<file path="src/rtl/timer_bank_if.sv">
// -----------------------------------------------------------------------------
// timer_bank_if
// Groups the timer bank's configuration, strobe and status signals.
//   master : drives PRESCALE, START, STOP, PERIODIC, LIMIT; observes
//            PULSE, BUSY, COUNT
//   slave  : the timer bank itself (mirror of master)
// Widths follow the CHANNELS / WIDTH / PRESCALE_W parameters. LIMIT and
// COUNT are packed with channel i at [i*WIDTH +: WIDTH].
// -----------------------------------------------------------------------------
interface timer_bank_if #(
    parameter int CHANNELS   = 4,
    parameter int WIDTH      = 21,
    parameter int PRESCALE_W = 8
);
    logic [PRESCALE_W-1:0]     PRESCALE;
    logic [CHANNELS-1:0]       START;
    logic [CHANNELS-1:0]       STOP;
    logic [CHANNELS-1:0]       PERIODIC;
    logic [CHANNELS*WIDTH-1:0] LIMIT;
    logic [CHANNELS-1:0]       PULSE;
    logic [CHANNELS-1:0]       BUSY;
    logic [CHANNELS*WIDTH-1:0] COUNT;

    modport master (
        output PRESCALE, START, STOP, PERIODIC, LIMIT,
        input  PULSE, BUSY, COUNT
    );

    modport slave (
        input  PRESCALE, START, STOP, PERIODIC, LIMIT,
        output PULSE, BUSY, COUNT
    );
endinterface

</file>
<file path="src/rtl/timer_bank.sv">
// -----------------------------------------------------------------------------
// timer_bank
// CHANNELS independent interval timers sharing one free-running prescaler.
// A channel armed by START counts prescaler ticks up to its latched limit,
// then emits a one-cycle PULSE and either idles (one-shot) or reloads
// (periodic).
// Ports:
//   CLK  - clock
//   RST  - synchronous active-high reset
//   CLR  - synchronous clear, same effect as RST
//   bus  - timer_bank_if.slave: PRESCALE, START, STOP, PERIODIC, LIMIT in;
//          PULSE, BUSY, COUNT out (all outputs registered)
// -----------------------------------------------------------------------------
module timer_bank #(
    parameter int CHANNELS   = 4,
    parameter int WIDTH      = 21,
    parameter int PRESCALE_W = 8
) (
    input  logic         CLK,
    input  logic         RST,
    input  logic         CLR,
    timer_bank_if.slave  bus
);
    // One-hot style encoding so that 2'b00 / 2'b11 are detectably illegal.
    typedef enum logic [1:0] {
        ST_IDLE  = 2'b01,
        ST_COUNT = 2'b10
    } state_e;

    logic [PRESCALE_W-1:0] pcnt_q, pcnt_d;
    logic                  tick_s;
    logic                  clear_s;

    state_e                state_q [CHANNELS];
    state_e                state_d [CHANNELS];
    logic [WIDTH-1:0]      cnt_q   [CHANNELS];
    logic [WIDTH-1:0]      cnt_d   [CHANNELS];
    logic [WIDTH-1:0]      lim_q   [CHANNELS];
    logic [WIDTH-1:0]      lim_d   [CHANNELS];
    logic [CHANNELS-1:0]   per_q, per_d;
    logic [CHANNELS-1:0]   pulse_q, pulse_d;
    logic [CHANNELS-1:0]   busy_q, busy_d;
    logic [CHANNELS-1:0]   tc_s;

    assign clear_s = RST | CLR;

    // Prescaler: >= comparison keeps a live decrease of PRESCALE from overrunning.
    always_comb begin
        tick_s = (pcnt_q >= bus.PRESCALE);
        if (tick_s) begin
            pcnt_d = '0;
        end else begin
            pcnt_d = pcnt_q + {{(PRESCALE_W-1){1'b0}}, 1'b1};
        end
    end

    // Next-state logic per channel; STOP beats START and terminal count.
    always_comb begin
        for (int i = 0; i < CHANNELS; i++) begin
            tc_s[i]    = tick_s && (cnt_q[i] == lim_q[i]);
            state_d[i] = ST_IDLE;
            case (state_q[i])
                ST_IDLE: begin
                    if (bus.START[i] && !bus.STOP[i]) begin
                        state_d[i] = ST_COUNT;
                    end else begin
                        state_d[i] = ST_IDLE;
                    end
                end
                ST_COUNT: begin
                    if (bus.STOP[i]) begin
                        state_d[i] = ST_IDLE;
                    end else if (bus.START[i]) begin
                        state_d[i] = ST_COUNT;
                    end else if (tc_s[i] && !per_q[i]) begin
                        state_d[i] = ST_IDLE;
                    end else begin
                        state_d[i] = ST_COUNT;
                    end
                end
                default: state_d[i] = ST_IDLE;
            endcase
        end
    end

    // Output/datapath logic: counter, latched config, pulse and busy.
    always_comb begin
        for (int i = 0; i < CHANNELS; i++) begin
            cnt_d[i]   = cnt_q[i];
            lim_d[i]   = lim_q[i];
            per_d[i]   = per_q[i];
            pulse_d[i] = 1'b0;
            case (state_q[i])
                ST_IDLE: begin
                    cnt_d[i] = '0;
                    if (bus.START[i] && !bus.STOP[i]) begin
                        lim_d[i] = bus.LIMIT[i*WIDTH +: WIDTH];
                        per_d[i] = bus.PERIODIC[i];
                    end else begin
                        lim_d[i] = lim_q[i];
                    end
                end
                ST_COUNT: begin
                    if (bus.STOP[i]) begin
                        cnt_d[i] = '0;
                    end else if (bus.START[i]) begin
                        // Restart: the tick coinciding with START is not counted.
                        cnt_d[i] = '0;
                        lim_d[i] = bus.LIMIT[i*WIDTH +: WIDTH];
                        per_d[i] = bus.PERIODIC[i];
                    end else if (tc_s[i]) begin
                        pulse_d[i] = 1'b1;
                        cnt_d[i]   = '0;
                    end else if (tick_s) begin
                        cnt_d[i] = cnt_q[i] + {{(WIDTH-1){1'b0}}, 1'b1};
                    end else begin
                        cnt_d[i] = cnt_q[i];
                    end
                end
                default: cnt_d[i] = '0;
            endcase
            busy_d[i] = (state_d[i] == ST_COUNT);
        end
    end

    // State register for all channel FSMs.
    always_ff @(posedge CLK) begin
        for (int i = 0; i < CHANNELS; i++) begin
            if (clear_s) begin
                state_q[i] <= ST_IDLE;
            end else begin
                state_q[i] <= state_d[i];
            end
        end
    end

    // Datapath registers: prescaler, counters, latched config and outputs.
    always_ff @(posedge CLK) begin
        if (clear_s) begin
            pcnt_q  <= '0;
            per_q   <= '0;
            pulse_q <= '0;
            busy_q  <= '0;
            for (int i = 0; i < CHANNELS; i++) begin
                cnt_q[i] <= '0;
                lim_q[i] <= '0;
            end
        end else begin
            pcnt_q  <= pcnt_d;
            per_q   <= per_d;
            pulse_q <= pulse_d;
            busy_q  <= busy_d;
            for (int i = 0; i < CHANNELS; i++) begin
                cnt_q[i] <= cnt_d[i];
                lim_q[i] <= lim_d[i];
            end
        end
    end

    assign bus.PULSE = pulse_q;
    assign bus.BUSY  = busy_q;

    for (genvar g = 0; g < CHANNELS; g++) begin : g_count
        assign bus.COUNT[g*WIDTH +: WIDTH] = cnt_q[g];
    end

endmodule

</file>
<file path="src/flat_wrapper.sv">
// flat-port wrapper written by rule: the top's interface ports become plain ports
module timer_bank_flat 
#(
    parameter int CHANNELS   = 4,
    parameter int WIDTH      = 21,
    parameter int PRESCALE_W = 8
)
  (CLK, RST, CLR, bus_PRESCALE, bus_START, bus_STOP, bus_PERIODIC, bus_LIMIT, bus_PULSE, bus_BUSY, bus_COUNT);
  timer_bank_if #(.CHANNELS(CHANNELS), .WIDTH(WIDTH), .PRESCALE_W(PRESCALE_W)) bus_i ();
  input  logic CLK;
  input  logic RST;
  input  logic CLR;
  input wire logic [$bits(bus_i.PRESCALE)-1:0] bus_PRESCALE;
  input wire logic [$bits(bus_i.START)-1:0] bus_START;
  input wire logic [$bits(bus_i.STOP)-1:0] bus_STOP;
  input wire logic [$bits(bus_i.PERIODIC)-1:0] bus_PERIODIC;
  input wire logic [$bits(bus_i.LIMIT)-1:0] bus_LIMIT;
  output wire logic [$bits(bus_i.PULSE)-1:0] bus_PULSE;
  output wire logic [$bits(bus_i.BUSY)-1:0] bus_BUSY;
  output wire logic [$bits(bus_i.COUNT)-1:0] bus_COUNT;
  assign bus_i.PRESCALE = bus_PRESCALE;
  assign bus_i.START = bus_START;
  assign bus_i.STOP = bus_STOP;
  assign bus_i.PERIODIC = bus_PERIODIC;
  assign bus_i.LIMIT = bus_LIMIT;
  assign bus_PULSE = bus_i.PULSE;
  assign bus_BUSY = bus_i.BUSY;
  assign bus_COUNT = bus_i.COUNT;
  timer_bank #(.CHANNELS(CHANNELS), .WIDTH(WIDTH), .PRESCALE_W(PRESCALE_W)) u_core (.CLK(CLK), .RST(RST), .CLR(CLR), .bus(bus_i));
endmodule
</file>
<file path="config.mk">
export PLATFORM = sky130hd
export DESIGN_NAME = timer_bank_flat
export DESIGN_NICKNAME = d
export VERILOG_FILES = /design/src/rtl/timer_bank_if.sv /design/src/rtl/timer_bank.sv /design/src/flat_wrapper.sv
export SDC_FILE = /design/constraint.sdc
export NUM_CORES = 1
export LEC_CHECK = 0
export CAP_MARGIN = 20
export CORE_MARGIN = 2
export CORE_UTILIZATION = 55
export CTS_CLUSTER_SIZE = 20
export DETAILED_ROUTE_END_ITERATION = 6
export PLACE_DENSITY = 0.95
export SYNTH_ARGS = -nofsm -noshare
export SYNTH_HDL_FRONTEND = slang
export SYNTH_SLANG_ARGS = --single-unit
</file>
<file path="constraint.sdc">
create_clock -name CLK -period 3.95 [get_ports CLK]
set_input_delay 0.395 -clock CLK [delete_from_list [all_inputs] [get_ports CLK]]
set_output_delay 0.395 -clock CLK [all_outputs]
set_load 0.1 [all_outputs]
</file>
==> metrics.yaml, run 1 <==
synthesis:
  yosys.area.top_type: "dfxtp_1"
  syn_area_sq_um: 9180
  ys_warn_count: 0
  synth_edf_count: 0
  ys_ff_latch: 196
  synth-main-ff-cell: "dfxtp_1"
  ys_top_cells_by_count: "nand2_1, dfxtp_1, nor2_1"
  postSynth.asyncResetShare: 0
  netlist-cell-type-count: 41
  synth.yosys.seq_area_share: 0.427
  syn-instance-count: 1096
  syn-num-nets: 1224
  synth_most_common_cell: "nand2_1"
  synth_top_area_frac: 0.427
  netlist_top_cells_area: "dfxtp_1, xnor2_1, nand2_1"
  avgSynthCellArea_sq_um: 8.38
status:
  status: "completed"
setup_path:
  cp_common_cell: "nand3_1"
  cp_max_fo: 21
  crit_path_end: "u_core.cnt_q[3][10]"
  worstPathCellList: "inv_1 > ha_1 > nand2b_1 > a2111oi_2 > o221ai_4 > nand3_1 > nand3_1 > buf_4 > nor2_1"
  critPathRequiredTime_ns: 4.32
  critPathLaunch: "u_core.pcnt_q[0]"
  worstReg2RegEnd: "u_core.cnt_q[3][10]"
  crit_type: "reg -> reg"
  critPathBufInv: 2
  start_kind: "flop"
  reg2reg_depth: 9
  reg2reg_slack_ns: 0.89
  slowest_stage: "a2111oi_2"
  cp-end-kind: "flop"
  cpPeakStageDelay_ns: 0.59
  r2r_start: "u_core.pcnt_q[0]"
  cp.depth: 9
  cp_top_family: "compound AO/OA/AOI/OAI gates"
  arrival_ns: 3.43
pwr:
  ir_drop_uv: 312
  p_seq_frac: 0.504
  swShare: 0.234
  leakage_nw: 4.08
  power_density_nw_per_um2: 336
  p_switching_uw: 938
  power.internal_mw: 3.07
  p_clk_frac: 0.418
  p_comb_frac: 0.078
routing:
  drc_errors: 0
  wl_per_cell_um: 16.1
  drtAntennaViolNets: 0
  avgViaCountPerCell: 5.57
  drt_wl_total_mm: 24.3
  drtIter0Drc: 599
  first_pass_iters: 5
  num_vias: 8411
floorplanning:
  die_y_um: 133
  core_area_sq_um: 16500
  boundaryPins: 199
  initial_core_util: 0.558
  die_w_um: 133
  fp-row-count: 47
  die_area_sq_um: 17700
global_route:
  overflow: 0
  grt_pass1_wl_mm: 39.1
  grt_pass1_vias: 8099
  grt_max_degree: 42
  antenna_found_initial: 0
  grt_usage: 0.269
timing:
  setup_viol: 0
  tightest_slew_ns: 1.03
  fmax_mhz: 326
  min_period_over_period: 0.775
  worst_clock_skew_ns: 0.00911
  slew_headroom: 0.314
  fin_crit_ns: 3.06
  final.setup.tns_ns: 0
  hold_viol_final: 0
  rsz0062_at_grt: "false"
  slew_violations: 0
placed_design:
  io_buffer_count: 198
  dp.cells: 1478
  gp_congestion: 0.841
  dp_hpwl_mm: 17.1
clock_tree:
  cts_sinks: 196
  ctsHoldBuffers: 0
  clock_path_buffers: 2
  path_clk_slew_ns: 0.07
  cts_resized: 0
  cts_root_buf: "clkbuf_16"
  numCtsBuffers: 17
  htreeDepth: 4
  clkLatencyLatePin_ns: 0.44
  cts_tree: "yes"
  post_cts.repair.setup_buffers: 0
hold_path:
  holdCritPathClass: "reg -> reg"
run:
  drv_cap: 0
final_layout:
  drive_above_1_share: 0.0674
  fin_nets: 1405
  n_antenna_cell: 0
  multi_input_area_sq_um: 5000
  areaGrowthSynthToFinish_pct: 30.0
  instances_no_fill: 1510
  nFillCells: 1148
  regArea_sq_um: 3920
worst min path at each step:
stage,from,to,slack [ns],cells past startpoint
final,u_core.per_q[2],u_core.per_q[2],0.47,2
after CTS,u_core.per_q[1],u_core.per_q[1],0.47,2
after detailed placement,u_core.per_q[1],u_core.per_q[1],0.46,2
after global routing,u_core.lim_q[0][47],u_core.lim_q[0][47],0.49,2
after floorplan,u_core.per_q[1],u_core.per_q[1],0.43,2
after global placement,u_core.per_q[2],u_core.per_q[2],0.44,2
metal layers:
metal  vias up  wire (um)  global-route usage
met4         0        439              0.0892
met5         -          0                   0
met1      4004      10200               0.333
li1       4045          -                   -
met3        42       1540              0.0537
met2       320      12000               0.472
power groups by stage:
stage                     clock network (mW)  logic [mW]  registers (mW)
final                                   1.68       0.311            2.02
after global routing                    1.78       0.339            2.02
after CTS                               1.69       0.309            2.02
after detailed placement                   0       0.306            2.06
after global placement                     0       0.298            2.06
after floorplan                            0       0.139            2.07
cell usage in the layout, fill, tap and decap left out, types with 4 or more instances in the layout:
master           Yosys  layout
nor4b_2              6       6
nand2_1            226     226
nor4_2               9       9
ha_1                21      21
clkbuf_16            0      17
and4_1               5       5
clkdlybuf4s50_1      0     198
nand3_1             34      34
nand4_1             36      36
nor4_1              24      24
or4_1                5       5
dfxtp_1            196     196
buf_4                3      15
nor3_1              13       9
xnor2_1             99      99
nor2_1             110     110
and3_1              14      14
a21oi_1            103     103
nor3_2              19      23
inv_1               22      22
o31ai_1              5       5
or3_1                6       6
xor2_1              70      70
clkinv_4             0       4
worst min-delay path: stages (launching register included):
cell and delay (ns):
dfxtp_1 0.31, nand2_1 0.05, a21oi_1 0.06
cell families (layout without fill, tap and decap cells):
kind of cell             after synthesis  after routing  synth area share
AND/OR/NAND/NOR                      516            516             0.277
flip-flops                           196            196             0.427
XOR/XNOR                             169            169             0.161
AO/OA/AOI/OAI                        121            121            0.0728
buffers and inverters                 73            267            0.0328
adder cells (fa/ha/maj)               21             21            0.0286
sequential cells by signal (all words and copies together) (netlist names):
| register | count |
|---|---|
| u_core.bus.BUSY | 4 |
| u_core.bus.PULSE | 4 |
| u_core.cnt_q | 84 |
| u_core.lim_q | 84 |
| u_core.pcnt_q | 8 |
| u_core.per_q | 4 |
| u_core.state_q | 8 |
area by class of cell:
type / instances / area share
multi-input combinational: 827 / 0.419
inverter: 22 / 0.00692
clock buffer: 22 / 0.0389
sequential: 196 / 0.329
clock inverter: 10 / 0.00838
timing repair buffer: 213 / 0.175
tap: 220 / 0.0231
metrics by stage:
stage | power [mW] | instance area, sq um | hold WS [ns] | setup slack [ns] | util
floorplan | 2.21 | 9180 | 0.431 | 1.37 | -
global placement | 2.36 | 11400 | 0.442 | 0.673 | 0.691
detailed placement | 2.37 | 11400 | 0.458 | 0.503 | 0.691
CTS | 4.02 | 11900 | 0.468 | 0.927 | 0.725
global route | 4.14 | 11900 | 0.489 | 0.615 | 0.725
finish | 4.01 | 11900 | 0.468 | 0.887 | 0.725
Power figures use the tool's default switching activity.
==> run 2, diff against run 1 <==
--- a/config.mk
+++ b/config.mk
@@ -7,10 +7,10 @@
 export LEC_CHECK = 0
 export CAP_MARGIN = 20
 export CORE_MARGIN = 2
-export CORE_UTILIZATION = 55
+export CORE_UTILIZATION = 51
 export CTS_CLUSTER_SIZE = 20
 export DETAILED_ROUTE_END_ITERATION = 6
-export PLACE_DENSITY = 0.95
+export PLACE_DENSITY = 0.91
 export SYNTH_ARGS = -nofsm -noshare
 export SYNTH_HDL_FRONTEND = slang
 export SYNTH_SLANG_ARGS = --single-unit
==> constraint.sdc (replaced) <==
create_clock -name CLK -period 3.15 [get_ports CLK]
set_input_delay 0.315 -clock CLK [delete_from_list [all_inputs] [get_ports CLK]]
set_output_delay 0.315 -clock CLK [all_outputs]
set_load 0.1 [all_outputs]
==> metrics.yaml, run 2 (same netlist as run 1, synthesis figures left out) <==
clock_tree:
  ctsHoldBuffers: 0
  htreeDepth: 4
  cts_sinks: 196
  numCtsBuffers: 17
  cts_root_buf: "clkbuf_16"
  path_clk_slew_ns: 0.07
  clock_path_buffers: 2
  post_cts.repair.setup_buffers: 0
  clkLatencyLatePin_ns: 0.43
  cts_tree: "yes"
  cts_resized: 0
routing:
  first_pass_iters: 5
  drc_errors: 0
  avgViaCountPerCell: 5.43
  drtAntennaViolNets: 0
  drt_wl_total_mm: 23.8
  drtIter0Drc: 553
  num_vias: 8299
  wl_per_cell_um: 15.6
pwr:
  p_clk_frac: 0.435
  power.internal_mw: 3.97
  leakage_nw: 4.23
  ir_drop_uv: 370
  power_density_nw_per_um2: 432
  p_comb_frac: 0.076
  p_switching_mw: 1.20
  p_seq_frac: 0.490
  swShare: 0.232
setup_path:
  start_kind: "flop"
  crit_type: "reg -> reg"
  cpPeakStageDelay_ns: 0.47
  critPathRequiredTime_ns: 3.46
  slowest_stage: "o221a_4"
  cp-end-kind: "flop"
  arrival_ns: 2.93
  worstPathCellList: "inv_1 > ha_1 > nand2b_1 > a2111oi_2 > o221a_4 > buf_4 > nor4_2 > xnor2_1 > nor2_1"
  cp_max_fo: 17
final_layout:
  final_cell_mix: "nand2_1, dfxtp_1, clkdlybuf4s50_1"
  n_antenna_cell: 0
  final_util: 0.670
  drive_above_1_share: 0.108
  fin_nets: 1413
  final_common_cell: "nand2_1"
  areaGrowthSynthToFinish_pct: 30.2
  reg_top3: "u_core.cnt_q: 84 flops, u_core.lim_q: 84 flops"
floorplanning:
  initial_core_util: 0.515
  die_w_um: 138
  fp-row-count: 49
  boundaryPins: 199
  core_area_sq_um: 17800
  die_area_sq_um: 19100
  die_y_um: 138
placed_design:
  dp_hpwl_mm: 17.2
  gp_congestion: 0.872
  io_buffer_count: 198
global_route:
  antenna_found_initial: 0
  grt_pass1_vias: 8097
  overflow: 0
  grt_pass1_wl_mm: 39.3
  grt_max_degree: 42
  grt_usage: 0.246
timing:
  rsz0062_at_grt: "false"
  fmax_mhz: 382
  worst_clock_skew_ns: 0.0113
  fin_crit_ns: 2.62
  slew_violations: 0
  setup_viol: 0
  min_period_over_period: 0.830
  hold_viol_final: 0
  tightest_slew_ns: 1.02
  final.setup.tns_ns: 0
  slew_headroom: 0.319
run:
  drv_cap: 0
hold_path:
  holdCritPathClass: "in -> reg"
status:
  status: "completed"
## run 2: changes by cell type in the layout (fill, tap and decap cells not counted)
cell / delta
buf_4: +50
clkbuf_1: -2
bufinv_16: +2
clkinv_4: -2
inv_6: +3
buf_12: +1
clkbuf_8: -2
clkinv_2: +1
clkdlybuf4s50_1: -43
## run 2: worst paths after layout
kind	start	end	slack, ns	depth (start not counted)
worst max-delay path	u_core.pcnt_q[0]	u_core.cnt_q[0][16]	0.53	9
worst min-delay path	bus_LIMIT[10]	u_core.lim_q[0][10]	0.43	3
worst max register to register	u_core.pcnt_q[0]	u_core.cnt_q[0][16]	0.53	9
worst min register to register	u_core.lim_q[0][57]	u_core.lim_q[0][57]	0.47	2
## run 2: power by group through the flow
stage / clock (mW) / sequential, mW / combinational [mW]
after floorplan: 0 / 2.60 / 0.175
after global placement: 0 / 2.59 / 0.377
after detailed placement: 0 / 2.59 / 0.388
after CTS: 2.26 / 2.53 / 0.390
after global routing: 2.37 / 2.53 / 0.428
final: 2.25 / 2.53 / 0.391
## run 2: critical path: cells and delay by family, from the launching register on
family	cells	cell delay, ns
compound gates	2	0.92
flops	1	0.41
buf+inv	2	0.35
simple gates	3	0.31
fa+ha+maj	1	0.26
xor+xnor	1	0.23
## run 2: layout make-up
| type | instances | area, sq um |
|---|---|---|
| fillers | 1355 | 5890 |
| inverters | 22 | 82.6 |
| well taps | 229 | 287 |
| multi-input cells | 827 | 5000 |
| clock inverters | 14 | 174 |
| repair buffers | 221 | 2060 |
| flip-flops and latches | 196 | 3920 |
| clock buffers | 18 | 429 |
## run 2: routing by layer
metal	up-vias	GRT usage	share of wire
met4	0	0.0929	0.020
met1	3933	0.317	0.44
li1	4049	-	-
met2	271	0.412	0.49
met3	46	0.0457	0.051
met5	-	0	0
## run 2: stage by stage
stage / hold slack, ns / setup WS [ns] / area [sq um] / power (mW) / instances
after floorplan: 0.417 / 0.568 / 9180 / 2.77 / 1096
after global placement: 0.451 / 0.266 / 11300 / 2.96 / 1495
after detailed placement: 0.458 / 0.186 / 11300 / 2.98 / 1495
after CTS: 0.414 / 0.528 / 12000 / 5.18 / 1527
after global routing: 0.419 / 0.410 / 12000 / 5.33 / 1527
final: 0.425 / 0.534 / 12000 / 5.17 / 1527
